==> config.mk <==
export PLATFORM = sky130hd
export DESIGN_NAME = controller
export DESIGN_NICKNAME = d
export VERILOG_FILES = /design/src/rtl/controller.sv
export SDC_FILE = /design/constraint.sdc
export NUM_CORES = 1
export LEC_CHECK = 0
export CORE_MARGIN = 2
export CORE_UTILIZATION = 33
export DETAILED_ROUTE_END_ITERATION = 8
export HOLD_SLACK_MARGIN = 0.02
export SYNTH_ARGS = -nofsm -noshare
export SYNTH_HDL_FRONTEND = slang
export SYNTH_SLANG_ARGS = --single-unit
==> constraint.sdc <==
create_clock -name clk -period 2.3 [get_ports clk]
set_input_delay 0.46 -clock clk [delete_from_list [all_inputs] [get_ports clk]]
set_output_delay 0.46 -clock clk [all_outputs]
set_load 0.02 [all_outputs]
==> src/rtl/controller.sv <==
// controller: top-level sequencing FSM for the image-reordering accelerator
module controller #(
  parameter int CNT_W = 16
) (
  input  logic             clk,
  input  logic             reset,
  input  logic             start,
  input  logic             image_buffer_valid,
  input  logic [CNT_W-1:0] num_images,
  input  logic             hash_calc_done,
  input  logic             send_next_image,
  input  logic             finish_reordering,
  output logic             hash_start,
  output logic             reorder_start
);
  typedef enum logic [1:0] {IDLE = 2'd0, WAIT_IMAGE = 2'd1, WAIT_HASH = 2'd2, REORDER = 2'd3} state_t;
  state_t current_state, next_state;
  logic [CNT_W-1:0] img_cnt, img_cnt_next, total, total_next, cnt_inc;
  logic hash_start_next, reorder_start_next;
  logic unused_send_next_image;
  assign unused_send_next_image = send_next_image;
  assign cnt_inc = img_cnt + CNT_W'(1);
  // Registered state, counters and output pulses
  always_ff @(posedge clk) begin
    if (reset) begin
      current_state <= IDLE;
      img_cnt       <= '0;
      total         <= '0;
      hash_start    <= 1'b0;
      reorder_start <= 1'b0;
    end else begin
      current_state <= next_state;
      img_cnt       <= img_cnt_next;
      total         <= total_next;
      hash_start    <= hash_start_next;
      reorder_start <= reorder_start_next;
    end
  end
  // Next-state logic: only the input relevant to the current state is looked at
  always_comb begin
    next_state         = current_state;
    img_cnt_next       = img_cnt;
    total_next         = total;
    hash_start_next    = 1'b0;
    reorder_start_next = 1'b0;
    unique case (current_state)
      IDLE: if (start && num_images != '0) begin
        next_state   = WAIT_IMAGE;
        total_next   = num_images;
        img_cnt_next = '0;
      end
      WAIT_IMAGE: if (image_buffer_valid) begin
        next_state      = WAIT_HASH;
        hash_start_next = 1'b1;
      end
      WAIT_HASH: if (hash_calc_done) begin
        img_cnt_next       = cnt_inc;
        next_state         = (cnt_inc == total) ? REORDER : WAIT_IMAGE;
        reorder_start_next = (cnt_inc == total);
      end
      REORDER: if (finish_reordering) next_state = IDLE;
      default: next_state = IDLE;
    endcase
  end
endmodule

==> results.py, run 1 <==
metrics = {
    "outcome": {
        "status": "finished clean",
    },
    "min_path": {
        "hp-class": "reg2reg",
    },
    "clock_network": {
        "cts_resized": 0,
        "clk_path_buf_depth": 2,
        "insertion_delay_ns": 0.29,
        "cts_setup_buffers": 0,
        "cts_tree": "done",
        "cts_made_buffers": 5,
        "clk_pin_slew_ns": 0.08,
        "cts_root_buffer": "clkbuf_8",
        "cts_sinks": 36,
        "ctsHtreeMaxLevel": 2,
        "cts.hold.buffers_added": 0,
    },
    "detailed_routing": {
        "first_pass_iters": 4,
        "viasPerCell": 5.32,
        "route.detailed.drc": 0,
        "drtIter0Drc": 81,
        "drt-total-wl_um": 5650,
        "route.vias.total": 2140,
        "wl_per_cell_um": 14.1,
        "ant_nets": 0,
    },
    "synthesis": {
        "yosysTopAreaCellShare_pct": 33.8,
        "yosysWarnings": 0,
        "synth_common_cells": "43 x a21oi_1, 36 x dfxtp_1, 31 x nand2_1, 29 x nor2_1, 27 x nand3_1",
        "synth_edf_count": 0,
        "synth.area.top_cells": "dfxtp_1 34%, a21oi_1 10%, nand3_1 6.3%",
        "synth_area_mm2": 0.00213,
        "synth_seq_cells": 36,
        "synth.most_common_cell": "a21oi_1",
        "netlist-cell-type-count": 43,
        "ys_seq_area_share_pct": 33.8,
        "syn_area_per_cell_um2": 7.35,
        "syn_inst": 290,
        "syn_nets": 314,
        "synth_top_area_cell": "dfxtp_1",
        "synth-main-ff-cell": "dfxtp_1",
        "synth-async-reset-ratio_pct": 0,
    },
    "layout": {
        "regArea_um2": 721,
        "antenna-diode-count": 0,
        "layout-drive-gt1-share_pct": 11.7,
        "area.growth.synth_to_final_pct": 25.8,
        "fin_nets": 348,
        "multiInputGateArea_mm2": 0.00129,
        "nFillCells": 692,
    },
    "timing": {
        "finalSetupViolCount": 0,
        "drv_slew": 0,
        "max_freq_mhz": 475,
        "worst_pin_slew_ns": 0.470,
        "relSlewSlack_pct": 68.2,
        "rsz0062_at_grt": "no",
        "tns_ns": 0,
        "period_share_pct": 91.5,
        "fin_crit_ns": 2.10,
        "hold_viol_final": 0,
        "fin_worst_skew_ns": 0.00875,
    },
    "global_routing": {
        "antenna_found_initial": 0,
        "overflow": 0,
        "grt_max_degree": 36,
        "grt_pass1_wl_um": 9250,
        "grtUsageTotal_pct": 16.2,
        "grt_pass1_vias": 1995,
    },
    "setup_path": {
        "critPathLaunchType": "flip-flop",
        "cp_top_family": "simple AND/OR/NAND/NOR gates",
        "end_kind": "flip-flop",
        "max_stage_delay_ns": 0.55,
        "crit_buf_inv": 0,
        "worstPathRequired_ns": 2.53,
        "worstPathMaxFanout": 8,
        "critPathKind": "reg2reg",
        "cp.arrival_ns": 2.33,
        "cp_cell_sequence": "nand4_4, or4_1, xnor2_1, nor4b_2, o2111ai_1, o21ai_1",
        "crit_slowest_cell": "or4_1",
    },
    "placement": {
        "gp_congestion": 0.887,
        "io_buffers": 23,
        "dp_hpwl_um": 4150,
    },
    "die": {
        "die_w_um": 84.4,
        "io_pins": 25,
        "row_count": 29,
        "dieArea_mm2": 0.00712,
        "start_util_pct": 33.7,
        "fp.coreArea_mm2": 0.00631,
        "die_h_um": 84.4,
    },
    "job": {
        "cap_violations": 0,
    },
    "pwr": {
        "p_per_area_mw_per_mm2": 558,
        "power.leakage_nw": 0.973,
        "power.total_mw": 1.50,
        "ir_drop_mv": 0.314,
    },
}
==> tightest hold or removal path: stages, from the launching register on <==
cell	delay, ns
dfxtp_1	0.32
nand2_1	0.05
a21oi_1	0.05
==> state kept, by name (all words and copies together), names as in the netlist <==
| register | cells |
|---|---|
| img_cnt | 16 |
| hash_start | 1 |
| current_state | 2 |
| reorder_start | 1 |
| total | 16 |
==> cell usage in the layout (no fill, tap or decap), types with 2 or more instances in the layout <==
cell             Yosys  final
buf_4                3     22
o21ai_0             18     18
nand3b_1             2      2
nand4_1              4      4
and2_1               4      4
clkdlybuf4s50_1      0     23
or3_1                8      8
inv_1                7      7
buf_12               0      2
o21ai_1              4      4
nor2_1              29     29
or4_1                3      3
and4_1               2      2
nand3_1             27     27
xor2_1               6      6
clkbuf_8             0      5
nor4_1               6      6
nor3_1               4      4
dfxtp_1             36     36
nor2b_1              2      2
xnor2_1             12     12
nor3_2               2      2
a21oi_1             43     43
nand2_1             31     31
==> metrics by stage <==
| step | utilization [%] | worst slack [ns] | cells | area (um^2) | hold slack [ns] |
|---|---|---|---|---|---|
| floorplan | - | 0.279 | 290 | 2130 | 0.448 |
| global placement | 40.7 | 0.0296 | 394 | 2570 | 0.457 |
| detailed placement | 40.7 | 0.00358 | 394 | 2570 | 0.461 |
| CTS | 42.4 | 0.167 | 402 | 2680 | 0.473 |
| global route | 42.4 | 0.0283 | 402 | 2680 | 0.513 |
| finish | 42.4 | 0.195 | 402 | 2680 | 0.469 |
==> worst paths after layout <==
check	startpoint	end	slack [ns]	depth (start not counted)
max	img_cnt[5]	current_state[1]	0.20	6
max reg2reg	img_cnt[5]	current_state[1]	0.20	6
min reg2reg	total[3]	total[3]	0.47	2
min	total[3]	total[3]	0.47	2
==> kinds of logic (layout without fill, tap and decap cells) <==
group | count (synthesis) | after routing | share of synthesized area (%)
AO/OA/AOI/OAI | 75 | 75 | 19.1
buffers and inverters | 27 | 62 | 5.64
XOR/XNOR | 18 | 18 | 7.40
AND/OR/NAND/NOR | 132 | 132 | 33.0
adder cells (fa/ha/maj) | 2 | 2 | 1.06
flip-flops | 36 | 36 | 33.8
==> power breakdown <==
part	switching [mW]	total (mW)	internal [mW]
clock	0.245	0.566	0.321
combinational	0.132	0.251	0.120
sequential	0.0298	0.679	0.649
total	0.407	1.50	1.09
==> area by class of cell <==
cell class	count	area share, %
clock buffer	5	2.57
tap	77	3.59
sequential	36	26.9
clock inverter	3	1.59
inverter	7	0.980
timing repair buffer	47	16.2
multi-input combinational	227	48.1
==> metal layers <==
| layer | wire length (um) | global-route usage, % | up-vias |
|---|---|---|---|
| li1 | - | - | 1095 |
| met1 | 2570 | 19.9 | 992 |
| met2 | 2770 | 28.4 | 45 |
| met3 | 214 | 2.85 | 8 |
| met4 | 98 | 6.20 | 0 |
| met5 | 0 | 0 | - |
Power figures use the tool's default switching activity.
==> inputs of run 2 (changes only) <==
Settings changed: CORE_UTILIZATION 33 to 56, PLACE_DENSITY from default to 0.8.
==> results.py, run 2 (synthesis results as in run 1) <==
metrics = {
    "clock_network": {
        "insertion_delay_ns": 0.30,
        "cts_made_buffers": 5,
        "cts_root_buffer": "clkbuf_8",
        "cts.hold.buffers_added": 0,
        "cts_sinks": 36,
        "cts_resized": 0,
        "cts_tree": "done",
        "cts_setup_buffers": 0,
        "clk_pin_slew_ns": 0.08,
        "ctsHtreeMaxLevel": 2,
        "clk_path_buf_depth": 2,
    },
    "timing": {
        "finalSetupViolCount": 0,
        "rsz0062_at_grt": "no",
        "fin_worst_skew_ns": 0.0105,
        "max_freq_mhz": 464,
        "drv_slew": 0,
        "hold_viol_final": 0,
        "relSlewSlack_pct": 58.8,
        "fin_crit_ns": 2.15,
        "period_share_pct": 93.7,
        "worst_pin_slew_ns": 0.613,
        "tns_ns": 0,
    },
    "setup_path": {
        "cp_top_family": "simple AND/OR/NAND/NOR gates",
        "worstPathMaxFanout": 8,
        "crit_buf_inv": 0,
        "critPathLaunchType": "flip-flop",
        "end_kind": "flip-flop",
        "cp_cell_sequence": "nand4_4, or4_1, xnor2_1, nor4b_2, o2111ai_1, o21ai_1",
        "worstPathRequired_ns": 2.54,
        "cp.arrival_ns": 2.39,
        "critPathKind": "reg2reg",
        "max_stage_delay_ns": 0.58,
        "crit_slowest_cell": "or4_1",
    },
    "layout": {
        "top_regs": "img_cnt (16), total (16), current_state (2)",
        "area.growth.synth_to_final_pct": 22.4,
        "fin_nets": 345,
        "final_util_pct": 71.3,
        "final_cell_mix": "43 x a21oi_1, 36 x dfxtp_1, 31 x nand2_1, 29 x nor2_1, 27 x nand3_1",
        "nFillCells": 299,
        "antenna-diode-count": 0,
        "final_common_cell": "a21oi_1",
        "layout-drive-gt1-share_pct": 10.9,
    },
    "die": {
        "row_count": 22,
        "dieArea_mm2": 0.00431,
        "fp.coreArea_mm2": 0.00366,
        "die_h_um": 65.7,
        "die_w_um": 65.7,
        "start_util_pct": 58.2,
        "io_pins": 25,
    },
    "job": {
        "cap_violations": 0,
    },
    "global_routing": {
        "grt_pass1_vias": 2115,
        "antenna_found_initial": 0,
        "grt_pass1_wl_um": 9470,
        "grtUsageTotal_pct": 28.8,
        "grt_max_degree": 36,
        "overflow": 0,
    },
    "pwr": {
        "ir_drop_mv": 0.422,
        "p_per_area_mw_per_mm2": 574,
        "power.leakage_nw": 0.951,
    },
    "detailed_routing": {
        "ant_nets": 0,
        "route.vias.total": 2201,
        "drtIter0Drc": 185,
        "drt-total-wl_um": 5520,
        "route.detailed.drc": 0,
        "wl_per_cell_um": 14.9,
        "first_pass_iters": 4,
        "viasPerCell": 5.95,
    },
    "placement": {
        "io_buffers": 23,
        "dp_hpwl_um": 3960,
        "gp_congestion": 0.900,
    },
    "min_path": {
        "hp-class": "reg2reg",
    },
    "outcome": {
        "status": "finished clean",
    },
}
run 2: final cells by class:
cell class / count / area [um^2] / share of cell area, %
multi-input combinational: 227 / 1290 / 49.4
sequential: 36 / 721 / 27.6
timing repair buffer: 44 / 400 / 15.3
clock buffer: 5 / 68.8 / 2.64
tap: 48 / 60.1 / 2.30
clock inverter: 3 / 42.5 / 1.63
inverter: 7 / 26.3 / 1.01
run 2: per-stage QoR:
stage | power, mW | setup WS (ns) | hold slack (ns) | cell area (um^2) | cells
after floorplan | 0.832 | 0.279 | 0.448 | 2130 | 290
after global placement | 0.929 | 0.0729 | 0.456 | 2500 | 362
after detailed placement | 0.936 | 0.0737 | 0.465 | 2500 | 362
after CTS | 1.50 | 0.178 | 0.476 | 2610 | 370
after global routing | 1.56 | 0.0289 | 0.498 | 2610 | 370
final | 1.50 | 0.146 | 0.473 | 2610 | 370
run 2: worst paths after layout:
path	from	endpoint	slack, ns	cells after the start
setup / recovery	img_cnt[4]	current_state[1]	0.15	6
hold / removal	total[14]	total[14]	0.47	2
setup reg to reg	img_cnt[4]	current_state[1]	0.15	6
hold reg to reg	total[14]	total[14]	0.47	2
run 2: worst min-delay path: stages (launching register included):
cell     delay (ns)
dfxtp_1        0.32
nand2_1        0.05
a21oi_1        0.05
run 2: power breakdown:
group          switching, mW  internal, mW  leakage (nW)
Clock                  0.250         0.321        0.0541
Combinational          0.132         0.116         0.604
Sequential            0.0303         0.649         0.293
run 2: per-layer routing:
layer	GRT usage, %	up-vias	wire [um]
li1	-	1097	-
met1	34.5	1005	2390
met2	49.2	85	2660
met3	5.99	14	322
met4	12.5	0	146
met5	0	-	0
==> inputs of run 3 (changes only) <==
Settings changed: ABC_AREA from default to 1.
==> results.py, run 3 <==
metrics = {
    "clock_network": {
        "clk_pin_slew_ns": 0.07,
        "cts_setup_buffers": 0,
        "insertion_delay_ns": 0.29,
        "cts_made_buffers": 5,
        "ctsHtreeMaxLevel": 2,
        "clk_path_buf_depth": 2,
        "cts_root_buffer": "clkbuf_8",
        "cts_sinks": 36,
        "cts_tree": "done",
        "cts.hold.buffers_added": 0,
        "cts_resized": 0,
    },
    "detailed_routing": {
        "route.vias.total": 2223,
        "drt-total-wl_um": 5200,
        "ant_nets": 0,
        "wl_per_cell_um": 12.5,
        "viasPerCell": 5.36,
        "first_pass_iters": 4,
        "route.detailed.drc": 0,
        "drtIter0Drc": 154,
    },
    "placement": {
        "io_buffers": 23,
        "dp_hpwl_um": 4010,
        "gp_congestion": 0.860,
        "pre_cts_ws_ns": 0.0816,
    },
    "setup_path": {
        "critPathLaunchType": "flip-flop",
        "cp.arrival_ns": 2.19,
        "critPathKind": "reg2reg",
        "crit_slowest_cell": "dfxtp_1",
        "r2r-start": "img_cnt[0]",
        "worstPathRequired_ns": 2.53,
        "end_kind": "flip-flop",
        "max_stage_delay_ns": 0.41,
        "crit_path_frequent_cell": "nand3_1",
        "critPathLaunch": "img_cnt[0]",
        "worstPathMaxFanout": 5,
        "crit_buf_inv": 0,
        "cp_top_family": "simple AND/OR/NAND/NOR gates",
        "cp_cell_sequence": "ha_1, nand3_1, nor2_2, xor2_1, nand2_1, nand2_1, nand3_1, nor2_1, nand3_1, a21oi_2",
    },
    "global_routing": {
        "grtUsageTotal_pct": 27.5,
        "grt_pass1_vias": 2149,
        "overflow": 0,
        "grt_max_degree": 33,
        "antenna_found_initial": 0,
        "grt_pass1_wl_um": 9300,
    },
    "timing": {
        "max_freq_mhz": 510,
        "fin_crit_ns": 1.96,
        "tns_ns": 0,
        "finalSetupViolCount": 0,
        "fin_ws_ns": 0.341,
        "fin_worst_skew_ns": 0.00470,
        "relSlewSlack_pct": 77.8,
        "drv_slew": 0,
        "worst_pin_slew_ns": 0.330,
        "period_share_pct": 85.2,
        "hold_viol_final": 0,
        "rsz0062_at_grt": "no",
    },
    "die": {
        "die_h_um": 66.2,
        "dieArea_mm2": 0.00438,
        "io_pins": 25,
        "start_util_pct": 58.7,
        "row_count": 22,
        "die_w_um": 66.2,
        "fp.coreArea_mm2": 0.00369,
    },
    "synthesis": {
        "synth.most_common_cell": "nand2_1",
        "syn_area_per_cell_um2": 6.37,
        "synth_area_mm2": 0.00216,
        "synth_top_area_cell": "dfxtp_1",
        "synth.area.top_cells": "dfxtp_1 33%, nand2_1 12%, nand3_1 9.7%",
        "yosysWarnings": 0,
        "synth_edf_count": 0,
        "syn_nets": 364,
        "synth-async-reset-ratio_pct": 0,
        "netlist-cell-type-count": 27,
        "synth-main-ff-cell": "dfxtp_1",
        "synth_common_cells": "69 x nand2_1, 42 x nand3_1, 39 x inv_1, 36 x dfxtp_1, 35 x o21ai_0",
        "syn_inst": 340,
        "ys_seq_area_share_pct": 33.3,
        "yosysTopAreaCellShare_pct": 33.3,
        "synth_seq_cells": 36,
    },
    "pwr": {
        "ir_drop_mv": 0.388,
        "p_per_area_mw_per_mm2": 662,
        "power.leakage_nw": 0.988,
    },
    "layout": {
        "final_cell_mix": "69 x nand2_1, 42 x nand3_1, 39 x inv_1, 36 x dfxtp_1, 35 x o21ai_0",
        "layout-drive-gt1-share_pct": 7.90,
        "final_common_cell": "nand2_1",
        "top_regs": "img_cnt (16), total (16), current_state (2)",
        "fin_nets": 390,
        "antenna-diode-count": 0,
        "area.growth.synth_to_final_pct": 18.0,
    },
    "min_path": {
        "min_from": "total[1]",
        "hp-class": "reg2reg",
    },
    "job": {
        "cap_violations": 0,
    },
    "outcome": {
        "status": "finished clean",
    },
}
==> run 3: worst min-delay path, stage by stage, from the launching register on <==
cell and delay (ns):
dfxtp_1 0.33, inv_1 0.05, a21oi_1 0.05
==> run 3: logic make-up after synthesis <==
group,share of synthesized area (%)
and+or+nand+nor,38.6
AOI/OAI and AO/OA,16.8
buffers and inverters,8.73
DFF,33.3
xor gates and xnor gates,2.02
adders and majority gates,0.578
==> run 3: layout make-up <==
cell class | count | area (um^2)
clock buffer | 6 | 82.6
clock inverter | 2 | 10.0
fill | 334 | 1130
inverter | 40 | 150
multi-input combinational | 254 | 1250
sequential | 36 | 721
tap | 48 | 60.1
timing repair buffer | 29 | 275
==> run 3: stage by stage <==
step / hold slack [ns] / total power, mW / area [um^2] / std cells / util [%]
after CTS: 0.470 / 1.70 / 2550 / 415 / 69.2
after floorplan: 0.436 / 1.09 / 2160 / 340 / -
final: 0.471 / 1.69 / 2550 / 415 / 69.2
after global placement: 0.455 / 1.22 / 2460 / 407 / 66.7
after detailed placement: 0.460 / 1.23 / 2460 / 407 / 66.7
after global routing: 0.489 / 1.81 / 2550 / 415 / 69.2
==> run 3: metal layers <==
layer | wire length [um] | vias to the layer above | share of wire (%) | track usage, %
li1 | - | 1175 | - | -
met1 | 2500 | 985 | 48 | 36.0
met5 | 0 | - | 0 | 0
met4 | 59 | 0 | 1.1 | 8.42
met2 | 2340 | 56 | 45 | 45.5
met3 | 296 | 7 | 5.7 | 5.28
==> run 3: worst paths after layout <==
check | to | slack (ns) | cells after the start
worst max-delay path | current_state[1] | 0.34 | 10
worst min-delay path | total[1] | 0.47 | 2
worst min register to register | total[1] | 0.47 | 2
worst max register to register | current_state[1] | 0.34 | 10
==> run 3: power by group <==
part	switching, mW	internal (mW)	total, mW
combinational	0.270	0.185	0.455
sequential	0.0699	0.698	0.768
clock	0.228	0.239	0.467
==> edit 1, RTL diff (flow settings as in run 1) <==
`CNT_W`: 16 -> 32.
--- a/src/rtl/controller.sv
+++ b/src/rtl/controller.sv
@@ -1,6 +1,6 @@
 // controller: top-level sequencing FSM for the image-reordering accelerator
 module controller #(
-  parameter int CNT_W = 16
+  parameter int CNT_W = 32
 ) (
   input  logic             clk,
   input  logic             reset,
Interface: changed (resized num_images); port bits go from 25 to 41. No check against the original RTL was run, so the function may have changed too.
==> edit 1 against run 1 <==
The run now ends with setup timing left. Sequential cell count is 32 higher. Setup slack worse by 280 ps. Routed wire length is 130% higher. Power is 130% higher. Sequential power is 86% higher. Sequential share of layout area is 4.2 points lower. Combinational power is 110% higher. Synthesized area is 90% higher. Non-clock buffer count is 111 higher. Design area is 130% higher. Critical path depth is 2 higher. Global-route usage is 3.8 points higher. Synthesized cell count is 74% higher. Largest cell class unchanged. Largest power group is now clock.
==> edit 1: results (changes against run 1) <==
detailed_routing:
  first_pass_iters: 5  # +1
  viasPerCell: 5.43  # +2.1%
  routedWlPerCell_microns: 16.3  # +16%
  drtIter0Drc: 355  # +340%
power:
  p_leak_nw: 2.56  # +160%
  seq_cell_power_mw: 1.26  # +86%
  power.share.combinational_pct: 15.6  # -1.2 points
  p_clk_share_pct: 47.0  # +9.2 points
worst_hold_path:
  min_from: "num_images[21]"
  hold_path.class: "in -> reg"
clock_network:
  cts_setup_buffers: 5  # +5
  post_cts_resized: 28  # +28
  cts_root_buffer: "clkbuf_16"
  cts_made_buffers: 9  # +4
  clk_pin_slew_worst_paths_ps: 60  # -20 ps
layout:
  nFillCells: 1109  # +60%
  drive_above_1_share_pct: 29.2  # +18 points
  final_core_util_pct: 50.7  # +8.3 points
  top_regs: "img_cnt (32), total (32), current_state (2)"
  nets: 678  # +95%
critical_path:
  critPathLaunch: "img_cnt[7]"
  slowest_delay_ps: 580  # +30 ps
  cp_max_fo: 4  # -4
  cp.arrival_ps: 2650  # +320 ps
  cp_slowest_cell: "or4_4"
yosys:
  ys_seq_area_share_pct: 33.6  # -0.23 points
  synth_area_leaders: "dfxtp_1 34%, mux2i_1 10%, nor2_1 6.7%"
  yosys.area_share.adder_pct: 0.309  # -0.75 points
  postSynthCellCount: 506  # +74%
  synth_compound_area_share_pct: 14.0  # -5.1 points
  synth_cell_type_count: 48  # +12%
  syn-num-nets: 546  # +74%
  synthTopCellsByCount: "72 x nor2_1, 68 x dfxtp_1, 41 x mux2i_1"
  synth_xor_area_share_pct: 9.08  # +1.7 points
status:
  status: "finished, violations left"
  violations: "setup timing"
place:
  place_hpwl_microns: 8920  # +110%
  dp_slack_ps: -547  # -551 ps
  dpl.cell_count: 761  # +93%
  dpl_cell_area_sq_um: 5370  # +110%
  numPortBuffers: 39  # +70%
  gp_congestion: 0.924  # +4.2%
global_route:
  grt_pass1_vias: 4261  # +110%
  grt_pass1_wl_microns: 20900  # +130%
  grt_max_degree: 68  # +89%
  gr-usage-all-layers_pct: 20.1  # +3.8 points
timing:
  skew_ps: 8.97  # +0.220 ps
  setup_viol: 2  # +2
  tightest_slew_ps: 753  # +283 ps
  setup_tns_ps: -153  # -153 ps
  worst_slack_ps: -83.1  # -278 ps
==> edit 1: final timing paths <==
path | to | slack, ps | cells after the start
hold reg to reg | img_cnt[1] | 490 | 2
setup / recovery | reorder_start | -80 | 8
setup reg to reg | reorder_start | -80 | 8
hold / removal | total[21] | 450 | 3
==> edit 1: cell type report <==
class | count | area share (%)
inverters | 3 | 0.185
repair buffers | 158 | 23.0
flip-flops and latches | 68 | 22.7
clock buffers | 13 | 4.62
well taps | 147 | 3.02
clock inverters | 3 | 1.07
multi-input cells | 398 | 45.5
==> edit 1: metal layers <==
layer | routed length [microns] | share of wire [%] | GRT usage (%) | vias to the layer above
met5 | 0 | 0 | 0 | -
met4 | 364 | 2.8 | 9.00 | 0
met3 | 754 | 5.9 | 3.27 | 27
met2 | 6010 | 47 | 32.8 | 132
met1 | 5750 | 45 | 26.2 | 2044
li1 | - | - | - | 2090
==> edit 2, RTL diff (settings of run 1) <==
Made on the original files. Put one more register stage on the output `reorder_start`, with the module's reset. The value now appears one clock later. The other outputs are not delayed to match.
--- a/src/rtl/controller.sv
+++ b/src/rtl/controller.sv
@@ -14,6 +14,8 @@
   output logic             reorder_start
 );
   typedef enum logic [1:0] {IDLE = 2'd0, WAIT_IMAGE = 2'd1, WAIT_HASH = 2'd2, REORDER = 2'd3} state_t;
+
+  logic reorder_start_s0;
   state_t current_state, next_state;
   logic [CNT_W-1:0] img_cnt, img_cnt_next, total, total_next, cnt_inc;
   logic hash_start_next, reorder_start_next;
@@ -27,13 +29,13 @@
       img_cnt       <= '0;
       total         <= '0;
       hash_start    <= 1'b0;
-      reorder_start <= 1'b0;
+      reorder_start_s0 <= 1'b0;
     end else begin
       current_state <= next_state;
       img_cnt       <= img_cnt_next;
       total         <= total_next;
       hash_start    <= hash_start_next;
-      reorder_start <= reorder_start_next;
+      reorder_start_s0 <= reorder_start_next;
     end
   end
   // Next-state logic: only the input relevant to the current state is looked at
@@ -62,5 +64,13 @@
       default: next_state = IDLE;
     endcase
   end
+  always_ff @(posedge clk) begin
+    if (reset) begin
+      reorder_start <= '0;
+    end else begin
+      reorder_start <= reorder_start_s0;
+    end
+  end
+
 endmodule
 
Formal check against the unedited RTL: not equivalent (a bounded check fails within 4 cycles, from zero or initial values and one cycle with reset high).
==> edit 2 against run 1 <==
Power decreased by 5.9%. Sequential cell count increased by 1. Design area increased by 1.3%. Setup slack got worse by 34 ps. Routed wire length decreased by 3.2%. Synthesized area increased by 1.5%. Via count decreased by 5.0%. Core utilization increased by 0.29 points. Die area increased by 1.4%. Sequential power increased by 2%. Non-clock buffer count unchanged. Clock skew decreased by 1.2 ps.
==> edit 2: results (changes against run 1) <==
status:
  status: "finished clean"
place:
  dpl_cell_area_sq_um: 2600  # +1.3%
  gp_congestion: 0.826  # -6.8%
  dp_slack_ps: -111  # -115 ps
clock_network:
  cts_made_buffers: 5  # unchanged
  cts_setup_buffers: 0  # unchanged
  clockBufferDepth: 2  # unchanged
global_route:
  globalRouteMet3Util_pct: 3.50  # +0.65 points
  grt_max_degree: 37  # +2.8%
  gr-usage-all-layers_pct: 15.6  # -0.62 points
  grt_pass1_wl_microns: 9040  # -2.3%
  grt_util_met2_pct: 25.2  # -3.1 points
  grt_pass1_vias: 1897  # -4.9%
  grt.met1_usage_pct: 20.3  # +0.43 points
timing:
  maxSlewHeadroom_pct: 57.8  # -10 points
  skew_ps: 7.58  # -1.17 ps
layout:
  nFillCells: 638  # -7.8%
  nets: 323  # -7.2%
  drive_above_1_share_pct: 16.0  # +4.3 points
yosys:
  syn-num-nets: 285  # -9.2%
  synth_cell_type_count: 51  # +19%
  synth_area_leaders: "dfxtp_1 34%, mux2i_1 7.9%, nor2_1 6.6%"
  async_flop_share_pct: 0  # unchanged
  ys_seq_area_share_pct: 34.3  # +0.44 points
  synthTopCellsByCount: "38 x nor2_1, 37 x dfxtp_1, 22 x a21oi_1"
power:
  vdd_drop_max_v: 0.000335  # +6.6%
  p_leak_nw: 1.07  # +9.6%
critical_path:
  cp.arrival_ps: 2360  # +30 ps
  cp_max_fo: 5  # -3
detailed_routing:
  vias: 2033  # -5.0%
  drtIter0Drc: 127  # +57%
  wirelength_microns: 5470  # -3.2%
  drc: 0  # unchanged
==> edit 2: cell count changes after synthesis, moves of 4 or more <==
cell	before	now
a21oi_1	43	22
nand2_1	31	13
nand3_1	27	9
mux2i_1	0	17
nor2_1	29	38
a211oi_1	1	5
a31oi_1	1	5
or3_1	8	4
==> edit 2: per-layer routing <==
layer / vias up / routed length [microns]
li1: 1022 / -
met4: 0 / 111
met1: 949 / 2640
met3: 7 / 256
met2: 55 / 2460
met5: - / 0
==> edit 2: cell families (layout without fill, tap and decap cells) <==
family	count (synthesis)	count (layout)	share of synthesized area, %
multiplexers	17	17	7.87
XOR/XNOR	16	16	6.48
adder cells (fa/ha/maj)	1	1	0.579
flip-flops	37	37	34.3
AND/OR/NAND/NOR	105	105	27.0
AO/OA/AOI/OAI	63	63	19.1
buffers and inverters	22	61	4.69
==> edit 2: power by group <==
part	internal, mW	total [mW]	switching [mW]
sequential	0.667	0.694	0.0271
combinational	0.126	0.249	0.122
clock	0.209	0.464	0.255
==> edit 2: per-stage QoR <==
stage / cells / hold WS (ps) / total power [mW]
after global placement: 369 / 422 / 0.950
after floorplan: 261 / 414 / 0.846
final: 377 / 445 / 1.41
after CTS: 377 / 450 / 1.42
after global routing: 377 / 478 / 1.48
after detailed placement: 369 / 430 / 0.953
==> edit 2: final cells by class <==
| class | instances | area, sq um | area share [%] |
|---|---|---|---|
| inverters | 6 | 22.5 | 0.830 |
| flip-flops and latches | 37 | 742 | 27.3 |
| clock buffers | 5 | 68.8 | 2.54 |
| well taps | 77 | 96.3 | 3.55 |
| repair buffers | 47 | 423 | 15.6 |
| clock inverters | 3 | 17.5 | 0.645 |
| multi-input cells | 202 | 1340 | 49.5 |
==> edit 2: path summary, 6_finish.rpt <==
check	from	end	cells past startpoint	slack (ps)
worst max register to register	img_cnt[0]	current_state[1]	8	160
worst min register to register	reorder_start_s0	reorder_start	1	440
worst min-delay path	reorder_start_s0	reorder_start	1	440
worst max-delay path	img_cnt[0]	current_state[1]	8	160
==> edit 2: critical path, cell delays in order (launching register included) <==
cell and delay [ps]:
dfxtp_1 350, ha_1 170, nand3_1 100, buf_4 170
or3_4 420, xnor2_1 150, a211oi_1 260, o2111ai_1 240
o31ai_2 220
==> edit 2: repair_timing <==
action,4_1_cts,5_1_grt
endpoints found under the hold margin,0,0
resized for setup,0,5
hold buffers,0,0
endpoints found under the setup margin,0,5
